File: config.mk
export PLATFORM = sky130hd
export DESIGN_NAME = ex_arbiter
export DESIGN_NICKNAME = d
export VERILOG_FILES = /design/src/rtl/ex_arbiter.sv
export SDC_FILE = /design/constraint.sdc
export NUM_CORES = 1
export LEC_CHECK = 0
export BUFFER_PORTS_ARGS = -buffer_cell sky130_fd_sc_hd__clkbuf_2
export CAP_MARGIN = 0
export CORE_AREA = 10 10 121 123
export DETAILED_ROUTE_END_ITERATION = 6
export DIE_AREA = 0 0 131 133
export MAX_ROUTING_LAYER = met4
export PLACE_DENSITY = 0.76
export SLEW_MARGIN = 20
export SYNTH_ARGS = -nofsm -noshare
export SYNTH_HDL_FRONTEND = slang
export SYNTH_SLANG_ARGS = --single-unit
File: constraint.sdc
create_clock -name clk -period 1.7 [get_ports clk]
set_input_delay 0 -clock clk [delete_from_list [all_inputs] [get_ports clk]]
set_output_delay 0 -clock clk [all_outputs]
set_load 0.1 [all_outputs]
File: src/rtl/ex_arbiter.sv
// Two-port arbiter sharing one ALU/comparator; round-robin or port-0 fixed priority, result registered 1 cycle after grant.
// A port whose single response slot is full and not being drained is not granted; the other port is unaffected.
module ex_arbiter #(
    parameter int FIXED_PRI = 0
) (
    input  logic        clk,
    input  logic        rst_n,
    input  logic        req_valid_0,
    input  logic        req_valid_1,
    output logic        req_ready_0,
    output logic        req_ready_1,
    input  logic [31:0] req_a_0,
    input  logic [31:0] req_a_1,
    input  logic [31:0] req_b_0,
    input  logic [31:0] req_b_1,
    input  logic [2:0]  req_op_0,
    input  logic [2:0]  req_op_1,
    input  logic        req_unsig_0,
    input  logic        req_unsig_1,
    input  logic        req_cmp_0,
    input  logic        req_cmp_1,
    output logic [31:0] alu_a,
    output logic [31:0] alu_b,
    output logic [2:0]  alu_op,
    output logic        alu_unsig,
    input  logic [31:0] alu_result,
    input  logic [1:0]  comp_result,
    output logic        rsp_valid_0,
    output logic        rsp_valid_1,
    output logic [31:0] rsp_data_0,
    output logic [31:0] rsp_data_1,
    input  logic        rsp_ready_0,
    input  logic        rsp_ready_1,
    output logic [15:0] conflict_cnt
);

    typedef struct packed {
        logic [31:0] a;
        logic [31:0] b;
        logic [2:0]  op;
        logic        unsig;
        logic        cmp;
    } req_t;

    req_t        req_0, req_1, req_sel;
    logic        elig_0, elig_1, gnt_0, gnt_1;
    logic [31:0] res;

    logic        rsp_valid_0_q, rsp_valid_0_d;
    logic        rsp_valid_1_q, rsp_valid_1_d;
    logic [31:0] rsp_data_0_q, rsp_data_0_d;
    logic [31:0] rsp_data_1_q, rsp_data_1_d;
    logic        last_grant_q, last_grant_d;
    logic [15:0] conflict_cnt_q, conflict_cnt_d;

    assign req_0 = {req_a_0, req_b_0, req_op_0, req_unsig_0, req_cmp_0};
    assign req_1 = {req_a_1, req_b_1, req_op_1, req_unsig_1, req_cmp_1};

    always_comb begin
        // A full slot can still accept a new result if it is being drained this cycle.
        elig_0 = req_valid_0 & (~rsp_valid_0_q | rsp_ready_0);
        elig_1 = req_valid_1 & (~rsp_valid_1_q | rsp_ready_1);
        gnt_0  = 1'b0;
        gnt_1  = 1'b0;
        if (elig_0 && elig_1) begin
            if (FIXED_PRI != 0 || last_grant_q) gnt_0 = 1'b1;
            else                                gnt_1 = 1'b1;
        end else begin
            gnt_0 = elig_0;
            gnt_1 = elig_1;
        end
        // Reset is asynchronous, so the combinational grant must be blocked too.
        gnt_0 = gnt_0 & rst_n;
        gnt_1 = gnt_1 & rst_n;

        req_sel = '0;
        if (gnt_1)      req_sel = req_1;
        else if (gnt_0) req_sel = req_0;

        res = req_sel.cmp ? {30'd0, comp_result} : alu_result;

        rsp_valid_0_d = gnt_0 ? 1'b1 : (rsp_ready_0 ? 1'b0 : rsp_valid_0_q);
        rsp_valid_1_d = gnt_1 ? 1'b1 : (rsp_ready_1 ? 1'b0 : rsp_valid_1_q);
        rsp_data_0_d  = gnt_0 ? res : rsp_data_0_q;
        rsp_data_1_d  = gnt_1 ? res : rsp_data_1_q;

        last_grant_d = last_grant_q;
        if (gnt_1)      last_grant_d = 1'b1;
        else if (gnt_0) last_grant_d = 1'b0;

        conflict_cnt_d = conflict_cnt_q;
        if (elig_0 && elig_1 && conflict_cnt_q != 16'hFFFF)
            conflict_cnt_d = conflict_cnt_q + 16'd1;
    end

    always_ff @(posedge clk or negedge rst_n) begin
        if (!rst_n) begin
            rsp_valid_0_q  <= 1'b0;
            rsp_valid_1_q  <= 1'b0;
            rsp_data_0_q   <= 32'd0;
            rsp_data_1_q   <= 32'd0;
            last_grant_q   <= 1'b1;
            conflict_cnt_q <= 16'd0;
        end else begin
            rsp_valid_0_q  <= rsp_valid_0_d;
            rsp_valid_1_q  <= rsp_valid_1_d;
            rsp_data_0_q   <= rsp_data_0_d;
            rsp_data_1_q   <= rsp_data_1_d;
            last_grant_q   <= last_grant_d;
            conflict_cnt_q <= conflict_cnt_d;
        end
    end

    assign req_ready_0  = gnt_0;
    assign req_ready_1  = gnt_1;
    assign alu_a        = req_sel.a;
    assign alu_b        = req_sel.b;
    assign alu_op       = req_sel.op;
    assign alu_unsig    = req_sel.unsig;
    assign rsp_valid_0  = rsp_valid_0_q;
    assign rsp_valid_1  = rsp_valid_1_q;
    assign rsp_data_0   = rsp_data_0_q;
    assign rsp_data_1   = rsp_data_1_q;
    assign conflict_cnt = conflict_cnt_q;

endmodule

* Word level (Yosys, flattened, before mapping)
Index checks and enable logic that the tools add are counted.
** Word-level totals
- Input port bits :: 178
- Logic and storage cells :: 34
- Register bits :: 83
- Output and inout port bits :: 152
** Operators by class
- Multiplexer cells :: 13
- Eq/ne operators :: 1
- Add/subtract/negate cells :: 1
- Bitwise logic cells :: 8
- Reductions and logical operators :: 5
** Operators with widths (number)
- 69-bit 2-to-1 mux :: 2
- 32-bit 2-to-1 mux :: 1
- 16-bit by 1-bit adder with 16-bit output, second input constant :: 1
- 16-bit inequality test, second input constant :: 1
- 1-bit 2-to-1 mux :: 10
- 2-bit nonzero test :: 3
- 1-bit AND :: 4
- 1-bit logical AND :: 2
- 1-bit inverter :: 2
- 1-bit OR :: 2

* Depth between registers and ports, before layout
Gate-level depths: netlist of run 1.
- Word-level depth :: 9
- Mapped depth :: 9
- Gate-level depth less buffers :: 6

* Worst setup path after synthesis of run 1
Ideal clock, no wire load.
- Path type :: register -> output
- From :: register rsp_valid_1_q (netlist: rsp_valid_1)
- To :: output alu_a[0]
- Data required time :: 1700 ps
- Path buffers :: 1
- Path slack :: -749 ps
- Arrival time :: 2449 ps
- Cell stages (with the launch flop) :: 7
- Path through :: dfrtp_1 > nand2b_2 > nand3b_1 > nand3_4 > inv_2 > buf_2 > a22o_1
** Between the ends
- Longest elaborated chain between the ends :: 8
** RTL lines
- from (decl) :: RTL line 50 : logic rsp_valid_1_q, rsp_valid_1_d;
- from (signal assigned) :: RTL line 106 : rsp_valid_1_q <= rsp_valid_1_d;
- 1-bit inverter (*) :: RTL line 62 : elig_1 = req_valid_1 & (~rsp_valid_1_q | rsp_ready_1);
- 1-bit OR (*) :: RTL line 62
- 1-bit AND (*) :: RTL line 62
- 1-bit logical AND :: RTL line 65 : if (elig_0 && elig_1) begin
- 1-bit 2-to-1 mux :: RTL line 65
- 1-bit AND :: RTL line 73 : gnt_0 = gnt_0 & rst_n;
- 69-bit 2-to-1 mux :: RTL line 78 : else if (gnt_0) req_sel = req_0;
- 69-bit 2-to-1 mux (*) :: RTL line 77 : if (gnt_1) req_sel = req_1;
- to (decl) :: RTL line 22 : output logic [31:0] alu_a,
Mark *: on every way between the ends. The rest lies on a longest branch, timed or not.

* Worst setup path after layout of run 1
- From :: register rsp_valid_0_q (netlist: rsp_valid_0)
- To :: output alu_unsig
** Between the ends
- Longest elaborated chain between the ends :: 8
** RTL lines
- from (decl) :: RTL line 49 : logic rsp_valid_0_q, rsp_valid_0_d;
- from (signal assigned) :: RTL line 105 : rsp_valid_0_q <= rsp_valid_0_d;
- 1-bit inverter (*) :: RTL line 61 : elig_0 = req_valid_0 & (~rsp_valid_0_q | rsp_ready_0);
- 1-bit OR (*) :: RTL line 61
- 1-bit AND (*) :: RTL line 61
- 1-bit logical AND :: RTL line 65
- 1-bit 2-to-1 mux :: RTL line 65
- 1-bit AND :: RTL line 73
- 69-bit 2-to-1 mux :: RTL line 78
- 69-bit 2-to-1 mux (*) :: RTL line 77
- to (decl) :: RTL line 25 : output logic alu_unsig,
Marks and branches as above.

==> metrics.md, run 1 <==
| Metric | Value |
|---|---|
| Internal power | roughly 0.0053 W |
| WP data required | 1.70 ns |
| CP Capture Type | primary output |
| Clock skew | approximately 0.0062 ns |
| Total grt overflow | 0 |
| Gr usage total | a little over a quarter |
| Register bit total from synthesis | 83 |
| TritonCTS clock tree | done |
| PwrDens | between 1000 and 1500 mW/mm² |
| Layout cells sized above 1 | between 60 and 70% |
| Total of max-cap violations | 0 |
| Switching pwr | just over 0.006 W |
| Async SR Flop Fraction | 100.0% |
| Slew headroom | 59.80% |
| Wire per inst | 24.50 µm |
| Register area share after synthesis | approximately half |
| 1st-iter DRT viols | 348 |
| Fin Hold WS | 0.08167 ns |
| Max incr delay on CP | between 0.4 and 0.5 ns |
| Crit path cell chain | nand2b_4 -> and2_4 -> nand3_4 -> inv_8 -> buf_6 -> a22o_4 -> buf_12 |
| Final Power | 0.01145 W |
| # setup viols final | 85 |
| Flop-to-flop setup slack | -0.13 ns |
| Clock transition at the registers of the reported paths | about 0.06 ns |
| Drt total wl | 24800 µm |
| Num rows | ~40 |
| Worst vdd ir | between 700 and 800 µV |
| Routed Antenna Nets | 0 |
| Inserted Clock Buffers | 9 |
| Worst setup path startpoint | rsp_valid_0 |
| Fill cell count | ~760 |
| Lkg Pwr | 4.775 nW |
| Final Hold Vio Count | 0 |
| Part of the power in registers | a little under a quarter |
| Dpl cells | 928 |
| Violated checks | negative setup slack |
| Gp weighted congestion | 0.9624 |
| Initial Util | between 30% and 40% |
| Dpl ws | 0.01453 ns |
| Worst setup margin | -0.2192 ns |
| Synth Instances | 440 |
| Latest clock arrival within the worst-skew pair | ~0.34 ns |
| Layout area overhead | 114.6% |
| Period utilization | 112.9% |
| FMAX | 0.5211 GHz |
| Initial antenna violation count | 8 |
| CTS Sinks | between 80 and 90 |
| DP Wirelength | roughly 18000 µm |
| Finished Layout Cells | slightly above 1k |
| DR DRC count | 0 |
| Drt via density | ~5 |
| Ys flop type | dfrtp_1 |
| First-pass GRT wire length | approximately 34000 µm |
| Hold WC Path Type | in2reg |
| Vias in the first global route | 5635 |
| Met2 WL post-DR | between 10000 and 15000 µm |
| Reg2reg path depth | 10 |
| Max FO, Critical Path | 13 |
| Via count | 5210 |
| Worst Path Buf+Inv | 3 |
| Fin crit period | 1.919 ns |
| Comb pwr share | between 50% and 60% |
| HP Start | rsp_ready_1 |
| Worst r2r src | rsp_valid_0 |
| Io pins | 330 |
| Post-Syn Area | about 0.0043 mm² |
| Number of distinct library cells after synthesis | 36 |
| Yosys warns | 0 |
| Worst-margin pin slew | ~0.61 ns |
| Levels on crit path | 7 |
| Nets | about 1.0k |
| 1st-pass router iterations | 5 |
| Critical path type | reg2out |
| Pin count of the biggest net entering global routing | 46 |
| Die H | about 130 µm |
| Die area | 0.01742 mm² |
| Crit-path slowest cell | dfrtp_4 |
| # port buffers | 329 |
| Core area | about 0.012 mm² |
| Switching Share | 53.58% |
| Deepest clock path buffer count | 2 |
| Worst EP arrival | 1.92 ns |
| Routed metal-1 wire length | between 8000 and 9000 µm |
| Clock share of power | approximately 17% |
| Crit path to | alu_unsig |
| Unrepaired setup endpoints after global routing | yes |
| Max Slew Vio Count | 0 |
| Cell chosen for the clock root | clkbuf_16 |
| Top sig layer | met4 |
| Critical R2R Capture | conflict_cnt[8] |
| Worst Setup Start Kind | flip-flop |
| Number of synthesized flops with an enable pin | 0 |
| Family with the most delay on the worst path | buffers and inverters |
| Syn_area_per_cell | between 9 and 10 µm² |
| Met3 WL | 2387 µm |
| Hold Path Stages | 4 |
| H-tree depth | 3 |
| Syn Nets | roughly 620 |
| Run status | finished with violations |
| Die width | between 100 and 150 µm |
[state kept, by name, summed over array words and instances (netlist names)]
register,flops
conflict_cnt,16
last_grant_q,1
rsp_valid_0,1
rsp_data_1,32
rsp_data_0,32
rsp_valid_1,1
[layout make-up]
type | count | area (µm²) | share of cell area [%]
Multi-Input combinational cell | 321 | 2785 | 30.33
Timing Repair inverter | 1 | 8.758 | 0.09537
Sequential cell | 83 | 2143 | 23.34
Inverter | 3 | 31.28 | 0.3406
Antenna cell | 8 | 20.02 | 0.2180
Clock buffer | 11 | 242.7 | 2.643
Tap cell | 172 | 215.2 | 2.343
Timing Repair Buffer | 408 | 3677 | 40.04
Clock inverter | 5 | 60.06 | 0.6540
[cells in the mapped netlist, types with 2 or more instances]
cell	instances	area (µm²)
nand3b_1	61	457.9
and4_1	3	26.28
o21ai_0	5	25.02
buf_2	16	80.08
mux2i_1	2	20.02
a22o_1	68	595.6
nand2_1	138	518.0
clkbuf_1	11	41.29
and3_2	2	15.01
mux2_2	2	22.52
nand3_1	3	15.01
nand4_1	4	25.02
xor2_1	6	52.55
buf_4	5	37.54
xnor2_1	8	70.07
nor2_1	5	18.77
dfrtp_1	82	2052
[cell families after synthesis]
logic type      after synthesis  share of synthesized area [%]
mux                           4                         0.9938
fa+ha+maj                     1                         0.2923
simple gates                226                          27.74
buf+inv                      36                          4.122
xor+xnor                     14                          2.865
compound gates               76                          15.43
flops                        83                          48.55
[stage by stage]
stage,util [%],area (µm²),TNS (ns)
after floorplan,-,5031,-1.443
after global placement,64.39,7960,0
after detailed placement,64.39,7960,0
after CTS,72.06,8909,-11.79
after global routing,74.28,9184,-20.28
final,74.28,9184,-13.31
[power by group through the flow]
stage | clock network, W | registers [W] | logic, W
5_1_grt | 0.00211 | 0.00274 | 0.00699
4_1_cts | 0.00202 | 0.00267 | 0.00666
2_1_floorplan | 0 | 0.00535 | 0.00206
3_3_place_gp | 0 | 0.00268 | 0.00638
3_5_place_dp | 0 | 0.00270 | 0.00644
6_report | 0.00200 | 0.00268 | 0.00677
[worst min-delay path by stage]
stage	slack [ns]	endpoint
5_1_grt	0.09	rsp_valid_1
3_5_place_dp	0.19	conflict_cnt[8]
6_report	0.08	rsp_valid_1
2_1_floorplan	-0.30	conflict_cnt[2]
3_3_place_gp	0.17	conflict_cnt[7]
4_1_cts	0.07	rsp_valid_1
[layer usage]
layer | global-route usage, % | vias up
met5 | - | -
met4 | 11.99 | 0
met3 | 10.39 | 60
met2 | 45.28 | 294
met1 | 27.44 | 2527
li1 | - | 2329
[cells in the final DEF, fill, tap and decap left out, types with 2 or more instances in the layout]
master	count
o21ai_2	2
nand3_2	2
buf_6	7
nor2_4	3
nand3b_1	61
a22o_4	68
dfrtp_4	17
nor3_4	3
nand3_4	2
clkbuf_16	12
dfrtp_1	64
xor2_1	5
buf_4	21
mux2i_4	2
inv_6	3
and4_1	3
diode_2	8
dlygate4sd3_1	36
buf_16	7
nor2_1	2
xnor2_1	8
nand2_1	138
clkbuf_2	258
nand2b_4	3
o21ai_1	2
nand4_1	4
buf_12	76
[worst reg2reg max path, stage by stage (launching register included)]
cell	delay, ns
dfrtp_4	0.49
nand2b_4	0.10
buf_4	0.10
buf_4	0.10
nand4_1	0.11
buf_6	0.15
buf_4	0.14
nor3_4	0.15
buf_4	0.14
nand2_1	0.06
xnor2_1	0.19
[repair_timing]
item / 4_1_cts / 5_1_grt
buffers inserted: 10 / 7
cloned: 5 / 4
pin swaps: 3 / 13
resized for setup: 18 / 31
endpoints found under the setup margin: 71 / 90
hold buffers: 36 / 0
endpoints found under the hold margin: 105 / 0
No activity file was read; power rests on OpenSTA's default activity.
==> run 2: changes to the inputs <==
--- a/config.mk
+++ b/config.mk
@@ -12,6 +12,7 @@
 export DIE_AREA = 0 0 131 133
 export MAX_ROUTING_LAYER = met4
 export PLACE_DENSITY = 0.76
+export RECOVER_POWER = 50
 export SLEW_MARGIN = 20
 export SYNTH_ARGS = -nofsm -noshare
 export SYNTH_HDL_FRONTEND = slang
==> run 2 against run 1 <==
  * Power about the same
  * Core utilization about the same
  * The run still ends with negative setup slack left
  * Final area about the same
  * Register-to-register slack about the same
  * First-iteration DRC count unchanged
  * Clock skew unchanged
  * Combinational power about the same
  * Highest routed layer unchanged
  * Critical path depth unchanged
  * Sequential power about the same
  * Die area unchanged
  * Critical endpoint unchanged
==> metrics.md, run 2 (synthesis gave the netlist of run 1 again) <==
| Metric | Value |
|---|---|
| Run status | finished with violations |
| Violated checks | negative setup slack |
| Drt total wl | ~25000 µm |
| WP data required | approximately 1.7 ns |
| Fill cell count | approximately 760 |
| Fin crit period | 1.919 ns |
| Clock transition at the registers of the reported paths | roughly 0.06 ns |
| Worst EP arrival | around 1.9 ns |
| Critical path type | reg2out |
| Final instance area | between 0.009 and 0.01 mm² |
| Part of the power in registers | 23.4% |
| Switching pwr | a little over 0.006 W |
| Io pins | between 300 and 400 |
| Reg2reg path depth | 10 |
| Slew headroom | between 50% and 60% |
| Area of the multi-input gates | around 0.0028 mm² |
| Via count | approximately 5.2k |
| Die width | about 130 µm |
| Worst Setup Start Kind | flip-flop |
| Most common cell after layout, fill and taps aside | clkbuf_2 |
| 1st-iter DRT viols | around 350 |
| Layout cells sized above 1 | about three fifths |
| Clock share of power | approximately 17% |
| TritonCTS clock tree | done |
| # port buffers | roughly 330 |
| Switching Share | 53.59% |
| First-pass GRT wire length | between 30000 and 40000 µm |
| Layout area overhead | 114.5% |
| Wire per inst | roughly 24 µm |
| # setup viols final | 85 |
| Hold Path Stages | 4 |
| Max Slew Vio Count | 0 |
| H-tree depth | 3 |
| Latest clock arrival within the worst-skew pair | 0.34 ns |
| Vias in the first global route | around 5.6k |
| Worst r2r src | rsp_valid_0 |
| Worst setup margin | -0.2192 ns |
| Final Hold Vio Count | 0 |
| Worst vdd ir | between 700 and 800 µV |
| Unrepaired setup endpoints after global routing | yes |
| Flop-to-flop setup slack | -0.13 ns |
| Critical R2R Capture | conflict_cnt[8] |
| Crit path to | alu_unsig |
| Drt via density | roughly 5.1 |
| Max FO, Critical Path | 13 |
| Total grt overflow | 0 |
| DP Area | roughly 0.0080 mm² |
| Most frequent cells in the layout | 258 x clkbuf_2, 138 x nand2_1, 76 x buf_12, 68 x a22o_4, 64 x dfrtp_1 |
| Die area | approximately 0.017 mm² |
| Pin count of the biggest net entering global routing | 46 |
| Initial Util | 34.62% |
| CTS Sinks | 83 |
| Gp weighted congestion | roughly 0.96 |
| Num rows | slightly above 40 |
| Cell chosen for the clock root | clkbuf_16 |
| DP Wirelength | ~18000 µm |
| Reg area | approximately 0.0021 mm² |
| PwrDens | between 1000 and 1500 mW/mm² |
| Hold WC Path Type | in2reg |
| Period utilization | 112.9% |
| CP Capture Type | primary output |
| Initial antenna violation count | 8 |
| Comb pwr share | between 50 and 60% |
| Core area | 0.01236 mm² |
| Gr usage total | a little over a quarter |
| Dpl ws | around 0.015 ns |
| Lkg Pwr | approximately 4.8 nW |
| Deepest clock path buffer count | 2 |
| Routed Antenna Nets | 0 |
| Die H | about 130 µm |
| DR DRC count | 0 |
| Clock skew | 0.006239 ns |
| Total of max-cap violations | 0 |
| Worst setup path startpoint | rsp_valid_0 |
| 1st-pass router iterations | 5 |
| FMAX | roughly 0.52 GHz |
| Inserted Clock Buffers | 9 |
| Nets | a little over 1k |
| Worst-margin pin slew | 0.6055 ns |
| Internal power | approximately 0.0053 W |
| Fin Hold WS | about 0.08 ns |
run 2: final cells by class:
type                       count  area share (%)
timing repair buffer         408           40.02
tap                          172           2.344
clock buffer                  11           2.644
sequential                    83           23.35
timing repair inverter         1         0.09541
inverter                       3          0.3407
multi-input combinational    321           30.34
antenna                        8          0.2181
clock inverter                 5          0.6542
run 2: worst max-delay path, stage by stage, from the launching register on:
cell      delay, ns
dfrtp_4        0.49
nand2b_4       0.10
and2_4         0.18
nand3_4        0.11
inv_8          0.16
buf_6          0.21
a22o_4         0.15
buf_12         0.17
run 2: power by group through the flow:
stage / registers (W) / clock network [W] / logic, W
3_5_place_dp: 0.00270 / 0 / 0.00644
6_report: 0.00268 / 0.00200 / 0.00677
3_3_place_gp: 0.00268 / 0 / 0.00638
5_1_grt: 0.00274 / 0.00211 / 0.00698
4_1_cts: 0.00267 / 0.00202 / 0.00666
2_1_floorplan: 0.00535 / 0 / 0.00206
run 2: per-layer routing:
metal | vias to the layer above | share of wire (%) | track usage [%]
met2 | 294 | 53 | 45.28
met5 | - | 0 | -
li1 | 2329 | - | -
met4 | 0 | 3.7 | 11.99
met1 | 2527 | 34 | 27.44
met3 | 60 | 9.6 | 10.39
run 2: how the worst min path moves through the flow:
| stage | start | end | slack [ns] |
|---|---|---|---|
| after floorplan | rst_n | conflict_cnt[2] | -0.30 |
| after global placement | rst_n | conflict_cnt[7] | 0.17 |
| after detailed placement | rst_n | conflict_cnt[8] | 0.19 |
| after CTS | rsp_ready_1 | rsp_valid_1 | 0.07 |
| after global routing | rsp_ready_1 | rsp_valid_1 | 0.09 |
| final | rsp_ready_1 | rsp_valid_1 | 0.08 |
run 2: through the flow:
step	TNS, ns	std cells	utilization [%]	power, W
floorplan	-1.443	440	-	0.007414
CTS	-11.79	995	72.06	0.01135
global placement	0	928	64.39	0.009060
global route	-21.99	1012	74.25	0.01183
detailed placement	0	928	64.39	0.009142
finish	-13.32	1012	74.25	0.01145
run 2: repair_timing:
| item | CTS | global route |
|---|---|---|
| buffers inserted | 10 | 7 |
| hold endpoints to repair | 105 | 0 |
| gates cloned | 5 | 4 |
| hold buffers | 36 | 0 |
| endpoints found under the setup margin | 71 | 90 |
| pin swaps | 3 | 13 |
| resized for setup | 18 | 31 |
